[src/rtl/memory_pkg.sv]
// memory_pkg: shared sizes and types for the RAM hierarchy.
//   WORD_W      - data word width used by every RAM tier
//   RAM8_ADDR_W - address width of the eight-word tier
//   word_t      - one data word, reused by the larger RAM tiers
package memory_pkg;
    localparam int WORD_W      = 16;
    localparam int RAM8_ADDR_W = 3;

    typedef logic [WORD_W-1:0] word_t;
endpackage

[src/rtl/register16.sv]
// register16: WIDTH-bit register with load enable and asynchronous
// active-low clear.
//   CLK     - rising-edge clock
//   RESET_N - async clear, active-low
//   IN      - data captured when LOAD=1
//   LOAD    - load enable
//   OUT     - stored value
module register16
    import memory_pkg::*;
#(
    parameter int WIDTH = WORD_W
) (
    input  logic             CLK,
    input  logic             RESET_N,
    input  logic [WIDTH-1:0] IN,
    input  logic             LOAD,
    output logic [WIDTH-1:0] OUT
);
    always_ff @(posedge CLK or negedge RESET_N) begin
        if (!RESET_N)
            OUT <= '0;
        else if (LOAD)
            OUT <= IN;
    end
endmodule

[src/rtl/ram8.sv]
// ram8: eight-word RAM, combinational read, synchronous write,
// asynchronous active-low clear of every word.
//   OUT     - word[ADDRESS], combinational
//   ADDRESS - word select
//   IN      - write data
//   LOAD    - write enable, active-high
//   CLK     - write clock (rising edge)
//   RESET_N - async clear, active-low
// Port order is fixed: larger RAMs instantiate this block positionally.
module ram8
    import memory_pkg::*;
#(
    parameter int WIDTH  = WORD_W,
    parameter int ADDR_W = RAM8_ADDR_W
) (
    output logic [WIDTH-1:0]  OUT,
    input  logic [ADDR_W-1:0] ADDRESS,
    input  logic [WIDTH-1:0]  IN,
    input  logic              LOAD,
    input  logic              CLK,
    input  logic              RESET_N
);
    localparam int DEPTH = 2 ** ADDR_W;

    logic [DEPTH-1:0]            load_vec;
    logic [DEPTH-1:0][WIDTH-1:0] words;

    // One-hot load steering: at most one register sees LOAD per cycle.
    always_comb begin
        load_vec = '0;
        load_vec[ADDRESS] = LOAD;
    end

    for (genvar i = 0; i < DEPTH; i++) begin : g_word
        register16 #(.WIDTH(WIDTH)) u_reg (
            .CLK     (CLK),
            .RESET_N (RESET_N),
            .IN      (IN),
            .LOAD    (load_vec[i]),
            .OUT     (words[i])
        );
    end

    // Read mux; every ADDRESS value maps to a real word.
    assign OUT = words[ADDRESS];
endmodule

[config.mk]
export PLATFORM = sky130hd
export DESIGN_NAME = ram8
export DESIGN_NICKNAME = d
export VERILOG_FILES = /design/src/rtl/memory_pkg.sv /design/src/rtl/register16.sv /design/src/rtl/ram8.sv
export SDC_FILE = /design/constraint.sdc
export NUM_CORES = 1
export LEC_CHECK = 0
export ABC_CLOCK_PERIOD_IN_PS = 1800
export CORE_UTILIZATION = 59
export CTS_CLUSTER_SIZE = 40
export DETAILED_ROUTE_END_ITERATION = 10
export PLACE_DENSITY = 0.78
export SETUP_SLACK_MARGIN = 0.3
export SLEW_MARGIN = 5
export SYNTH_ARGS = -nofsm -noshare
export SYNTH_HDL_FRONTEND = slang
export SYNTH_SLANG_ARGS = --single-unit
[constraint.sdc]
create_clock -name CLK -period 1.8 [get_ports CLK]
set_input_delay 0.27 -clock CLK [delete_from_list [all_inputs] [get_ports CLK]]
set_output_delay 0.27 -clock CLK [all_outputs]
set_load 0.05 [all_outputs]
# == Word-level counts from Yosys, hierarchy flattened ==
# Index checks and enable logic that the tools add are counted.
# totals
register_bits,128
in_bits,22
out_inout_bits,16
# op_classes
n_lt_le_gt_ge,2
muxes,4
bitwise_logic,1
reduce_logical,1
# ops
operator,n
$bmux 16 s3,1
$mux 16,1
$and 8x8->8,1
$lt 3x4->1 const B,1
$demux 1 s3,1
$ge 3x1->1 const B,1
$logic_and 1x1->1,1
$mux 1,1

# == Longest topological paths before layout ==
# Gate-level depths: netlist of run 1.
# depth
word_depth,5
depth_mapped,6
mapped_depth_nobuf,3

# == By module ==
# From an unflattened synthesis of run 1, not the netlist that was laid out.
# unflattened
hier_cells,343
area_unflattened_um2,6268.5
# by_module_without_submodules
mod,n_inst,cells_each,area_per_inst_um2,seq_area_each_um2
register16,8,34,649.4,400.4
ram8,1,71,1073.5,0.0

# == Worst setup path before layout of run 1 ==
# OpenSTA, ideal clock, no wires.
# synth_path
kind,input -> output
startpoint,input ADDRESS[2]
endpoint,output OUT[0]
t_arrival_ns,1.822
slack_ns,-0.292
path_stages,5
path_buffers,2
cell_sequence,buf_4 nor2_2 clkbuf_1 a22oi_1 o211ai_1
# synth_via
elab_chain_cells,2
# synth_rtl
item,line,source
from (decl),ram8.sv:17,"input logic [ADDR_W-1:0] ADDRESS,"
$bmux 16 s3,ram8.sv:45,assign OUT = words[ADDRESS];
$mux 16 (implied by the code),ram8.sv:45,
to (decl),ram8.sv:16,"output logic [WIDTH-1:0] OUT,"
# No other way between the ends. The select of a mux whose other input is x is not followed.

# == Worst setup path after layout of run 1 ==
# layout_path
startpoint,register g_word[7].u_reg.OUT[13]
endpoint,output OUT[13]
# layout_via
elab_chain_cells,2
# layout_rtl
item,line,source
from (decl),register16.sv:17,output logic [WIDTH-1:0] OUT
from (signal assigned),register16.sv:21,OUT <= '0;
from (signal assigned),register16.sv:23,OUT <= IN;
$bmux 16 s3,ram8.sv:45,
$mux 16 (implied by the code),ram8.sv:45,
# No other way between the ends. The select of a mux whose other input is x is not followed.

==> results of run 1 <==
==> metal layers <==
metal,share of wire,wire length [microns],global-route usage,vias up
met1,0.42,6031,0.3743,2095
met2,0.52,7457,0.5082,92
met3,0.052,746,0.09879,22
li1,-,-,-,1773
met4,0.015,214,0.1181,0
met5,0,0,0,-
==> cells by family (layout without fill, tap and decap cells) <==
family | Yosys count | in the layout
multiplexers | 160 | 160
flip-flops | 128 | 128
AO/OA/AOI/OAI | 75 | 75
buffers and inverters | 48 | 148
AND/OR/NAND/NOR | 16 | 16
==> worst max-delay path by stage <==
| stage | startpoint | to | slack [ns] | cells past startpoint |
|---|---|---|---|---|
| after global placement | ADDRESS[2] | OUT[5] | -0.27 | 7 |
| after detailed placement | ADDRESS[2] | OUT[12] | -0.34 | 7 |
| after global routing | g_word[7].u_reg.OUT[13]$_DFFE_PN0P_ | OUT[13] | -0.21 | 4 |
| after CTS | g_word[6].u_reg.OUT[13]$_DFFE_PN0P_ | OUT[13] | -0.19 | 4 |
| after floorplan | ADDRESS[2] | OUT[0] | -0.12 | 6 |
| final | g_word[7].u_reg.OUT[13]$_DFFE_PN0P_ | OUT[13] | -0.16 | 4 |
==> layout make-up <==
class                           count  area (sq um)
Sequential cell                   128          3203
Multi-Input combinational cell    251          2669
Fill cell                         552          2049
Timing Repair Buffer              100          1206
Clock buffer                       26         478.0
Tap cell                          133         166.4
Inverter                           16         60.06
Clock inverter                      6         32.53
==> power by group <==
part	switching [uW]	internal [uW]	leakage (uW)
registers	349	3520	0.00154
logic	958	1250	0.00170
clock network	1200	1790	0.000253
total	2510	6560	0.00349
==> per-stage QoR <==
stage                     total power [uW]  instances    util  setup TNS [ns]  setup WS (ns)
after floorplan                       5163        427       -          -1.215        -0.1158
after global placement                5865        617  0.7250          -13.20        -0.2677
after detailed placement              6000        617  0.7250          -21.00        -0.3365
after CTS                             9027        651  0.7789          -1.904        -0.1883
after global routing                  9445        660  0.7922          -2.464        -0.2094
final                                 9062        660  0.7922          -1.504        -0.1603
==> worst max-delay path, stage by stage (launching register included) <==
cell	delay, ns
dfrtp_1	0.38
mux4_2	0.48
nand2_2	0.10
nand2_4	0.05
buf_12	0.14
==> cell usage in the layout, fill, tap and decap left out, types with 2 or more instances in the layout <==
cell             instances
mux4_2                   2
mux2_1                   5
a22oi_1                 15
clkdlybuf4s50_1         17
dfrtp_1                128
inv_1                   16
a211o_1                 15
nand2_2                  2
o211ai_1                15
buf_4                   49
a21oi_1                  8
buf_6                    2
a21oi_2                  2
nand3_4                  2
nor3b_4                  2
a21boi_0                 4
clkbuf_16               25
buf_12                  20
mux2_4                  19
clkbuf_1                 6
mux2i_1                 29
mux2_2                 104
o32a_1                  15
clkinv_2                 5
clkbuf_8                 4
==> Yosys cell counts <==
| cell type | number |
|---|---|
| a21boi_0 | 5 |
| nand2b_4 | 1 |
| inv_1 | 16 |
| mux4_2 | 2 |
| mux2_1 | 5 |
| and2_1 | 1 |
| nand3_4 | 2 |
| nor3b_4 | 2 |
| dfrtp_1 | 128 |
| buf_6 | 7 |
| a22oi_1 | 15 |
| a21oi_1 | 10 |
| a211o_1 | 15 |
| nor2_2 | 1 |
| nand2b_1 | 1 |
| clkbuf_1 | 7 |
| buf_4 | 9 |
| nand2_1 | 4 |
| o211ai_1 | 15 |
| nor3_4 | 1 |
| mux2_2 | 123 |
| mux2i_1 | 30 |
| buf_2 | 9 |
| and3_1 | 1 |
| nand4b_4 | 1 |
| o32a_1 | 15 |
| nand4b_2 | 1 |
==> timing repair <==
item / CTS / global route
pin swaps: 12 / 28
gates cloned: 0 / 0
resized for setup: 3 / 27
endpoints found under the hold margin: 24 / 0
setup buffers: 1 / 9
endpoints found under the setup margin: 28 / 16
hold buffers: 1 / 0
==> results.md, run 1 <==
Outcome:
- The run finished, with violations left.
- The final reports fail on setup timing.

Logic synthesis:
- The number of nets produced by synthesis is ~450.
- Of the total synthesized cell area, the portion taken by XOR and XNOR cells is 0.
- The count of warnings emitted by yosys is 0.
- The netlist area before placement is 0.006043 sq mm.
- The compound-gate portion of the synthesized area was 0.09834.
- Dividing the synthesized area by the synthesized cell count gives 14.15 sq um.
- By area, the combinational part of the netlist is dominated by multiplexers.
- Of the total synthesized cell area, the portion taken by AND, OR, NAND and NOR gates is 0.03002.
- Of the post-synthesis cell area, the dominant cell type holds 0.5300.
- For this run, the register share of the synthesized area comes to 0.5300.
- Of the post-synthesis cell area, the part taken by muxes is 0.2957.
- The netlist uses 27 different library cells.
- Of the total synthesized cell area, the portion taken by full adders, half adders and majority gates is 0.
- The cell count after synthesis came out at 427.
- After synthesis the netlist holds a flip-flop and latch count of 128.
- Ranked by total cell area, the synthesized netlist is headed by dfrtp_1 53%, mux2_2 23%, mux2i_1 5.0%.
- The biggest area contributor in the post-synthesis netlist is dfrtp_1.

Clock network:
- The clock reaches the later pin of the worst-skew pair after 0.54 ns.
- The clock edge transition at the registers on the reported setup and hold paths is 0.06 ns.
- The number of levels in the clock H-tree is 4.
- The CTS tree is built.
- The root buffer cell is clkbuf_8.
- The clock passes through at most 2 buffers.
- The clock net in this run drives a total of 128 sinks.
- The number of clock buffers inserted by TritonCTS is 17.

Setup path:
- Counting cells, the worst reg-to-reg path comes to 2.
- For the worst setup path, the data required time is 1.53 ns.
- The type of destination of the critical path is an output port.
- The end of the worst register-to-register path is g_word[2].u_reg.OUT[2]$_DFFE_PN0P_.
- Data on the critical path arrives at its endpoint at 1.69 ns.
- The maximum fanout count along the critical path is 2.
- The category of the most critical setup path is reg2out.
- The sort of element at the start of the critical path is a flip-flop.
- The worst register-to-register path begins at g_word[2].u_reg.OUT[2]$_DFFE_PN0P_.
- The slack of the worst reg-to-reg path is 0.91 ns.

Layout:
- The register with the most flip-flops in the layout has 128 of them.
- The register with the most flip-flops in the final layout is g_word.u_reg.OUT.
- The layout cell share with drive strength beyond 1 is 0.4744.
- The final antenna diode count is 0.
- The largest registers in the layout are g_word.u_reg.OUT: 128 flops.
- For this run, the post-layout net count is 536.
- The area growth from synthesis to final layout is 29.32%.
- Summing all non-filler instances in the final layout gives an area of 0.007815 sq mm.

Routing:
- The detailed-router iteration count before antenna repair is 4.
- In this run the remaining antenna-violating nets after routing total 0.
- After detailed routing, the total wire length is about 14000 microns.
- The average vias per placed instance is 6.033.
- The starting DRC count in detailed routing is 177.
- The mean routed wirelength per cell is 21.89 microns.
- After detailed routing, the number of remaining DRC violations is 0.
- Detailed routing inserted a total of 3982 vias.

Die:
- The I/O pin count is 38.
- The initial cell density of the core is 0.6126.
- The die area is 0.01065 sq mm.
- The area inside the core boundary is between 0.009 and 0.01 sq mm.
- From left edge to right edge, the die measures 103.2 microns.
- The height of the die is 103.2 microns.
- In this run the core area contains 36 standard-cell rows.

STA:
- Setup repair after global routing could not meet its margin everywhere.
- Dividing the final minimum period by the clock period gives 1.089.
- Across all hold checks on the routed design, the worst slack comes to a little under 0.2 ns.
- The final count of pins violating max slew is 0.
- The worst pin sits at a relative slew slack of 0.7474.
- Setup slack on the critical path of the routed design comes to -0.1603 ns.
- The count of endpoints failing hold in the final timing report is 0.
- For the pin with the worst max-slew slack, the measured transition is 0.3789 ns.
- The highest attainable clock frequency is 510.1 MHz.
- The smallest clock period supported by the final layout is computed as 1.960 ns.
- The final clock skew is 0 ns.
- Setup violations remaining at the end of the flow were counted as 16.

GRT:
- The number of antenna violations at the first check in global routing is 0.
- The number of global-route vias before repair came to approximately 4300.
- Entering global routing, the biggest net connects 59 pins.
- Across every metal layer, demand over resource in global routing totals 0.3059.
- The aggregate global routing overflow is 0.
- The first-pass GRT wire length is 22980 microns.

Pwr:
- Dividing total power by cell area gives a power density of about 1200 mW/mm^2.
- The analysis attributes to cell leakage a power of 0.003492 uW.
- The worst ir drop on vdd is 0.9170 mV.

Place:
- In this run the cell area measured after placement is 0.007152 sq mm.
- The quantity of I/O buffers inserted on ports is 37.
- The global placement routability congestion is ~0.8.
- Detailed placement finished with a half-perimeter wire length of around 9500 microns.

Job:
- Across the run, the number of max-cap violations was 0.

Worst hold path:
- The path type of the worst min-delay path is in2async.
No activity file was read; power rests on OpenSTA's default activity.
==> run 2, diff against run 1 <==
- CORE_ASPECT_RATIO: default -> 1.4
- HOLD_SLACK_MARGIN: default -> 0.08
- PLACE_DENSITY: 0.78 -> 0.79
==> run 2 against run 1 <==
- the run still ends with setup timing left
- sequential power about the same
- final area grew 3.5%
- clock skew stayed put
- die area about the same
- cell count grew 1.5%
- power rose by 10%
- global-route usage is essentially flat
==> results.md, run 2 (synthesis gave the netlist of run 1 again) <==
Die:
- The floorplan has 43 rows.
- The area inside the core boundary is 0.009953 sq mm.
- The initial utilization of the core area, before any placement, comes to 0.6072.
- The I/O pin count is 38.
- The die area is about 0.011 sq mm.
- The height of the die is roughly 120 microns.
- In this run the horizontal extent of the chip is 87.54 microns.

GRT:
- For this run, the total global-route usage over all layers was measured as 0.3056.
- For met3 alone, demand over resource in global routing was 0.06978.
- In the global route stage, met1 resource usage came out at 0.3622.
- The number of antenna violations at the first check in global routing was 0.
- The first global-routing pass estimated 23630 microns of wire.
- The number of global-route vias before repair is between 4000 and 5000.
- The met2 usage in global routing is 0.5156.
- The aggregate global routing overflow is 0.
- The global routing stage identified its most utilized layer as met2.
- The maximum number of pins on one net before global-route repair is 55.

Setup path:
- The logic depth of the worst register-to-register path is 2.
- The critical path's slowest cell is mux4_2.
- Together, buffers and inverters on the worst path number 1.
- Following the worst setup path forward leads to its endpoint at OUT[13].
- The end of the worst register-to-register path is g_word[2].u_reg.OUT[12]$_DFFE_PN0P_.
- For this run, the slowest stage of the critical path takes 0.47 ns.
- The startpoint of the most critical register-to-register path is g_word[2].u_reg.OUT[12]$_DFFE_PN0P_.
- The worst register-to-register path has a setup slack of 0.88 ns.
- The maximum fanout count along the critical path is 2.
- STA classifies the critical path startpoint as a flip-flop.
- Data on the critical path is required at its endpoint by ~1.5 ns.
- Tracing the worst setup path back leads to its startpoint at g_word[5].u_reg.OUT[13]$_DFFE_PN0P_.
- The category of the most critical setup path is reg2out.
- Traced cell by cell, the critical path runs through mux4_2 > nand2_2 > nand2_4 > buf_12.
- The kind of cell with the highest combined delay along the critical path is multiplexers.
- The type of destination of the critical path is an output port.
- The critical path data arrival time is ~1.6 ns.
- The cell depth of the worst setup path is 4.

Layout:
- The area growth from synthesis to final layout is 33.81%.
- The largest registers in the layout are g_word.u_reg.OUT: 128 flops.
- The area of all placed cells without fillers is around 0.0081 sq mm.
- Leaving out fill and tap cells, the most frequent cell in the layout is dfrtp_1.
- The register with the most flip-flops is g_word.u_reg.OUT.
- The register with the most flip-flops in the layout has 128 of them.
- The area used by multi-input combinational logic is around 0.0027 sq mm.
- The layout filler cell count is just under 500.
- In the final layout, flip-flops and latches occupy between 0.003 and 0.004 sq mm.
- The final antenna diode count is 0.
- The layout cell share with drive strength beyond 1 is 0.4916.
- In the layout the commonest cells are 128 x dfrtp_1, 104 x mux2_2, 52 x buf_4.
- The final layout contains between 500 and 600 nets.

Job:
- Across the run, the number of max-cap violations was 0.

STA:
- Timing would allow up to roughly 540 MHz.
- In the finished design, the share of the clock period the worst path needs comes to 1.023.
- The count of endpoints failing hold in the final timing report was 0.
- The tightest hold path in the finished design has a slack of between 0.3 and 0.4 ns.
- Setup violations remaining at the end of the flow were counted as 4.
- The final count of pins violating max slew is 0.
- After layout, the minimum clock period comes to roughly 1.8 ns.
- The measured slew at the worst slew-check pin is between 0.3 and 0.4 ns.
- In the post-route analysis, the smallest setup slack over all paths is -0.04201 ns.
- In this run the tightest slew margin relative to its limit is 0.7717.
- The final clock skew is 0 ns.
- Setup repair after global routing could not meet its margin everywhere.

Clock network:
- Clock latency on the worst-skew pair, taken at its later pin, is 0.41 ns.
- After clock tree synthesis, the clock-pin slew on the worst setup and hold paths is 0.05 ns.
- Clock tree synthesis found a total of 128 sinks.
- TritonCTS built the clock tree.
- Clock tree synthesis inserted a total of 17 buffers.
- The maximum count of clock buffers along a single path is 2.
- The number of levels in the clock H-tree is 4.
- The root buffer cell is clkbuf_16.

Pwr:
- The power per unit of standard cell area is 1234 mW/mm^2.
- The worst-case IR drop observed on VDD is ~0.68 mV.
- The analysis attributes to cell leakage a power of around 0.0036 uW.
- The total power consumption of the routed design is roughly 10000 uW.

Place:
- The quantity of I/O buffers inserted on ports is 37.
- The cell area after placement is 0.007089 sq mm.
- The global placement routability congestion is 0.7817.
- Detailed placement ended at an HPWL of 9247 microns.

Routing:
- The starting DRC count in detailed routing is 261.
- The first TritonRoute pass finished after 4 iterations.
- After detailed routing, the number of vias per cell comes to 6.218.
- The final route contains approximately 4200 vias.
- The mean routed wirelength per cell is approximately 23 microns.
- After detailed routing, the total wire length is 15580 microns.
- In the routed design, unresolved DRC markers number 0.
- The number of antenna-violating nets in the routed design is 0.

Worst hold path:
- The path type of the worst min-delay path is in2async.

Outcome:
- The run finished, with violations left.
- The final reports fail on setup timing.
==> run 2: timing repair <==
action,in CTS,in global routing
endpoints found under the setup margin,93,16
gates cloned,1,1
hold buffers,1,0
hold endpoints to repair,22,0
gates resized for setup,17,33
buffers inserted,5,16
pin swaps,18,24
==> run 2: power breakdown <==
group / internal, uW / leakage (uW) / switching (uW)
clock: 2600 / 0.000327 / 1210
sequential: 3520 / 0.00154 / 367
combinational: 1290 / 0.00176 / 998
total: 7410 / 0.00362 / 2570
==> run 2: per-stage QoR <==
step / cells / util / setup slack, ns / TNS, ns
floorplan: 427 / - / -0.1158 / -1.215
global placement: 614 / 0.7123 / -0.2539 / -20.32
detailed placement: 614 / 0.7123 / -0.3030 / -25.46
CTS: 653 / 0.7931 / -0.06060 / -0.2220
global route: 670 / 0.8124 / -0.07260 / -0.2920
finish: 670 / 0.8124 / -0.04201 / -0.08620
==> run 2: cell type report <==
type | instances | share of cell area
flip-flops and latches | 128 | 0.3961
multi-input cells | 251 | 0.3314
repair buffers | 108 | 0.1618
clock buffers | 23 | 0.06034
clock inverters | 9 | 0.02197
well taps | 135 | 0.02089
inverters | 16 | 0.007427
==> run 2: worst min-delay path by stage <==
stage                        from                             endpoint  slack, ns
after CTS                 RESET_N  g_word[0].u_reg.OUT[13]$_DFFE_PN0P_       0.31
after floorplan           RESET_N   g_word[0].u_reg.OUT[0]$_DFFE_PN0P_      -0.03
after detailed placement  RESET_N  g_word[0].u_reg.OUT[13]$_DFFE_PN0P_       0.20
after global routing      RESET_N  g_word[2].u_reg.OUT[13]$_DFFE_PN0P_       0.35
after global placement    RESET_N  g_word[0].u_reg.OUT[13]$_DFFE_PN0P_       0.19
final                     RESET_N   g_word[6].u_reg.OUT[8]$_DFFE_PN0P_       0.32
==> run 2: metal layers <==
| layer | vias to the layer above | part of all wire |
|---|---|---|
| met5 | - | 0 |
| met4 | 0 | 0.028 |
| met3 | 35 | 0.040 |
| met2 | 122 | 0.54 |
| met1 | 2218 | 0.40 |
| li1 | 1791 | - |
==> run 3, diff against run 2 <==
- CORE_UTILIZATION: 59 -> 30
- PLACE_DENSITY: 0.79 -> default
==> run 3 against run 2 <==
- the run still ends with setup timing left
- clock-buffer cell count is 4 higher
- clock power is 13% lower
- non-clock buffer count is 1 higher
- die area is 94% higher
- combinational power is 3% lower
- core utilization is 40 points lower
- power is 5.9% lower
- register-to-register slack better by 0.03 ns
- sequential share of layout area is 0.12 points lower
- first-iteration DRC count is 19% lower
- final area is 0.31% higher
- critical endpoint unchanged
- cell count is 17% higher
==> results.md, run 3 (synthesis gave the netlist of run 1 again) <==
STA:
- The smallest setup slack after layout is -0.02210 ns.
- The measured slew at the worst slew-check pin is ~0.49 ns.
- Setup violations remaining at the end of the flow were counted as 1.
- Headroom to the max-slew limit came out at 0.6706.
- The final clock skew is 0 ns.
- For the finished layout, the period the worst path requires is 1.822 ns.
- The count of endpoints failing hold in the final timing report is 0.
- Dividing the final minimum period by the clock period gives 1.012.
- Timing would allow up to 548.8 MHz.
- Setup repair after global routing could not meet its margin everywhere.
- The final count of pins violating max slew is 0.

Layout:
- 0 antenna diodes ended up in the layout.
- The area growth from synthesis to final layout is 34.22%.
- The register with the most flip-flops in the layout has 128 of them.
- The library cell used most frequently in the layout, excluding fill and tap cells, is dfrtp_1.
- The register with the most flip-flops is g_word.u_reg.OUT.
- The area of all placed cells without fillers is 0.008112 sq mm.
- The largest registers in the layout are g_word.u_reg.OUT: 128 flops.
- The sequential cells in the finished layout cover a total of 0.003203 sq mm.
- The layout has 1754 filler cells.
- The post-layout net count is around 550.
- In the final layout, the share of cells above drive strength 1 is 0.4897.
- The multi-input combinational cells in the finished layout cover a total of 0.002681 sq mm.
- In the layout the commonest cells are 128 x dfrtp_1, 104 x mux2_2, 56 x buf_4.
- After the flow finishes, the layout carries non-filler instances totaling 787.

Setup path:
- The critical path data arrival time is 1.55 ns.
- The worst setup path is launched from a flip-flop.
- The slack of the worst reg-to-reg path is 0.91 ns.
- Data on the critical path is required at its endpoint by about 1.5 ns.
- The type of destination of the critical path is an output port.
- Counting cells, the worst reg-to-reg path comes to 2.
- The maximum fanout count along the critical path is 2.
- By startpoint and endpoint, the worst setup path is classified as reg2out.

GRT:
- The number of antenna violations at the first check in global routing came to 0.
- The number of global-route vias before repair came to 4205.
- Across every metal layer, demand over resource in global routing totals 0.1520.
- The maximum number of pins on one net before global-route repair is 43.
- The aggregate global routing overflow is 0.
- The first-pass GRT wire length is 23490 microns.

Die:
- The die covers a little over 0.02 sq mm.
- The initial cell density of the core is 0.3057.
- The height of the die is 169.9 microns.
- The floorplan step defined a core boundary enclosing 0.01977 sq mm.
- In this run the horizontal extent of the chip is 122.0 microns.
- After floorplanning, the core was divided into 61 placement rows.
- Pin placement for this block handled 38 I/O pins.

Clock network:
- Clock latency on the worst-skew pair, taken at its later pin, is 0.40 ns.
- The number of clock buffers added by TritonCTS is 17.
- TritonCTS built the clock tree.
- The root buffer cell is clkbuf_16.
- After clock tree synthesis, the clock-pin slew on the worst setup and hold paths is 0.05 ns.
- The maximum count of clock buffers along a single path is 2.
- The number of levels in the clock H-tree is 4.
- The clock net in this run drives a total of 128 sinks.

Job:
- The count of maximum capacitance violations is 0.

Place:
- The worst setup timing slack at the placement stage is -0.3100 ns.
- The instance count after placement with tap cells included is between 700 and 800.
- The placed wire-length estimate is a little over 10000 microns.
- Summing all placed instances gives a cell area of 0.007336 sq mm.
- In this run the tool buffered the top-level ports with 37 buffer cells.
- The global placement routability congestion is 0.7216.

Routing:
- After the first detailed-routing iteration, the DRC count stood at about 210.
- The number of antenna-violating nets in the routed design is 0.
- The total wire length is 14580 microns.
- The routed layout has about 3900 vias.
- After detailed routing, the number of remaining DRC violations is 0.
- After detailed routing, the number of vias per cell comes to 4.912.
- The mean routed wirelength per cell is 18.53 microns.
- The detailed-router iteration count before antenna repair is 4.

Outcome:
- The final reports fail on setup timing.
- The run finished, with violations left.

Pwr:
- Power spread over the standard cell area amounts to approximately 1200 mW/mm^2.
- The analysis attributes to cell leakage a power of around 0.0036 uW.
- The worst ir drop on vdd is 0.6696 mV.

Worst hold path:
- The path type of the worst min-delay path is in2async.
-- run 3: worst max-delay path, stage by stage (launching register included) --
cell,delay [ns]
dfrtp_1,0.37
mux4_2,0.48
nand2_2,0.10
nand2_4,0.06
buf_12,0.14
-- run 3: final cells by class --
cell class | instances | share of cell area
repair buffers | 109 | 0.1567
clock buffers | 27 | 0.06571
well taps | 252 | 0.03887
multi-input cells | 251 | 0.3306
inverters | 16 | 0.007404
clock inverters | 4 | 0.005861
flip-flops and latches | 128 | 0.3949
-- run 3: final timing paths --
kind	start	end
worst max-delay path	g_word[7].u_reg.OUT[13]$_DFFE_PN0P_	OUT[13]
worst min register to register	g_word[7].u_reg.OUT[13]$_DFFE_PN0P_	g_word[7].u_reg.OUT[13]$_DFFE_PN0P_
worst max register to register	g_word[4].u_reg.OUT[8]$_DFFE_PN0P_	g_word[4].u_reg.OUT[8]$_DFFE_PN0P_
worst min-delay path	RESET_N	g_word[4].u_reg.OUT[8]$_DFFE_PN0P_
min in group CLK	g_word[7].u_reg.OUT[13]$_DFFE_PN0P_	g_word[7].u_reg.OUT[13]$_DFFE_PN0P_
max in group asynchronous	RESET_N	g_word[4].u_reg.OUT[9]$_DFFE_PN0P_
-- run 3: stage by stage --
step | hold slack [ns] | utilization | power, uW | TNS (ns)
after detailed placement | 0.2708 | 0.3711 | 6039 | -23.22
final | 0.3791 | 0.4103 | 9391 | -0.02210
after floorplan | -0.02559 | - | 5163 | -1.215
after global routing | 0.4155 | 0.4103 | 9812 | -0.4588
after global placement | 0.2702 | 0.3711 | 5952 | -21.15
after CTS | 0.3828 | 0.4079 | 9471 | -0.08942
-- run 3: per-layer routing --
| layer | GRT usage | vias up | wire [microns] |
|---|---|---|---|
| met5 | 0 | - | 0 |
| met4 | 0.05851 | 0 | 309 |
| met3 | 0.03519 | 22 | 548 |
| li1 | - | 1785 | - |
| met2 | 0.2587 | 65 | 7641 |
| met1 | 0.1839 | 1994 | 6081 |
-- run 3: power breakdown --
part / switching (uW) / leakage (uW) / internal (uW)
Clock: 1180 / 0.000285 / 2150
Sequential: 327 / 0.00154 / 3520
Combinational: 947 / 0.00174 / 1280
Total: 2450 / 0.00357 / 6940
-- run 3: what timing repair did --
item	4_1_cts	5_1_grt
setup endpoints to repair	95	16
setup buffers	6	4
resized for setup	19	11
cloned	1	0
hold endpoints to repair	31	0
pin swaps	26	13
hold buffers	1	0
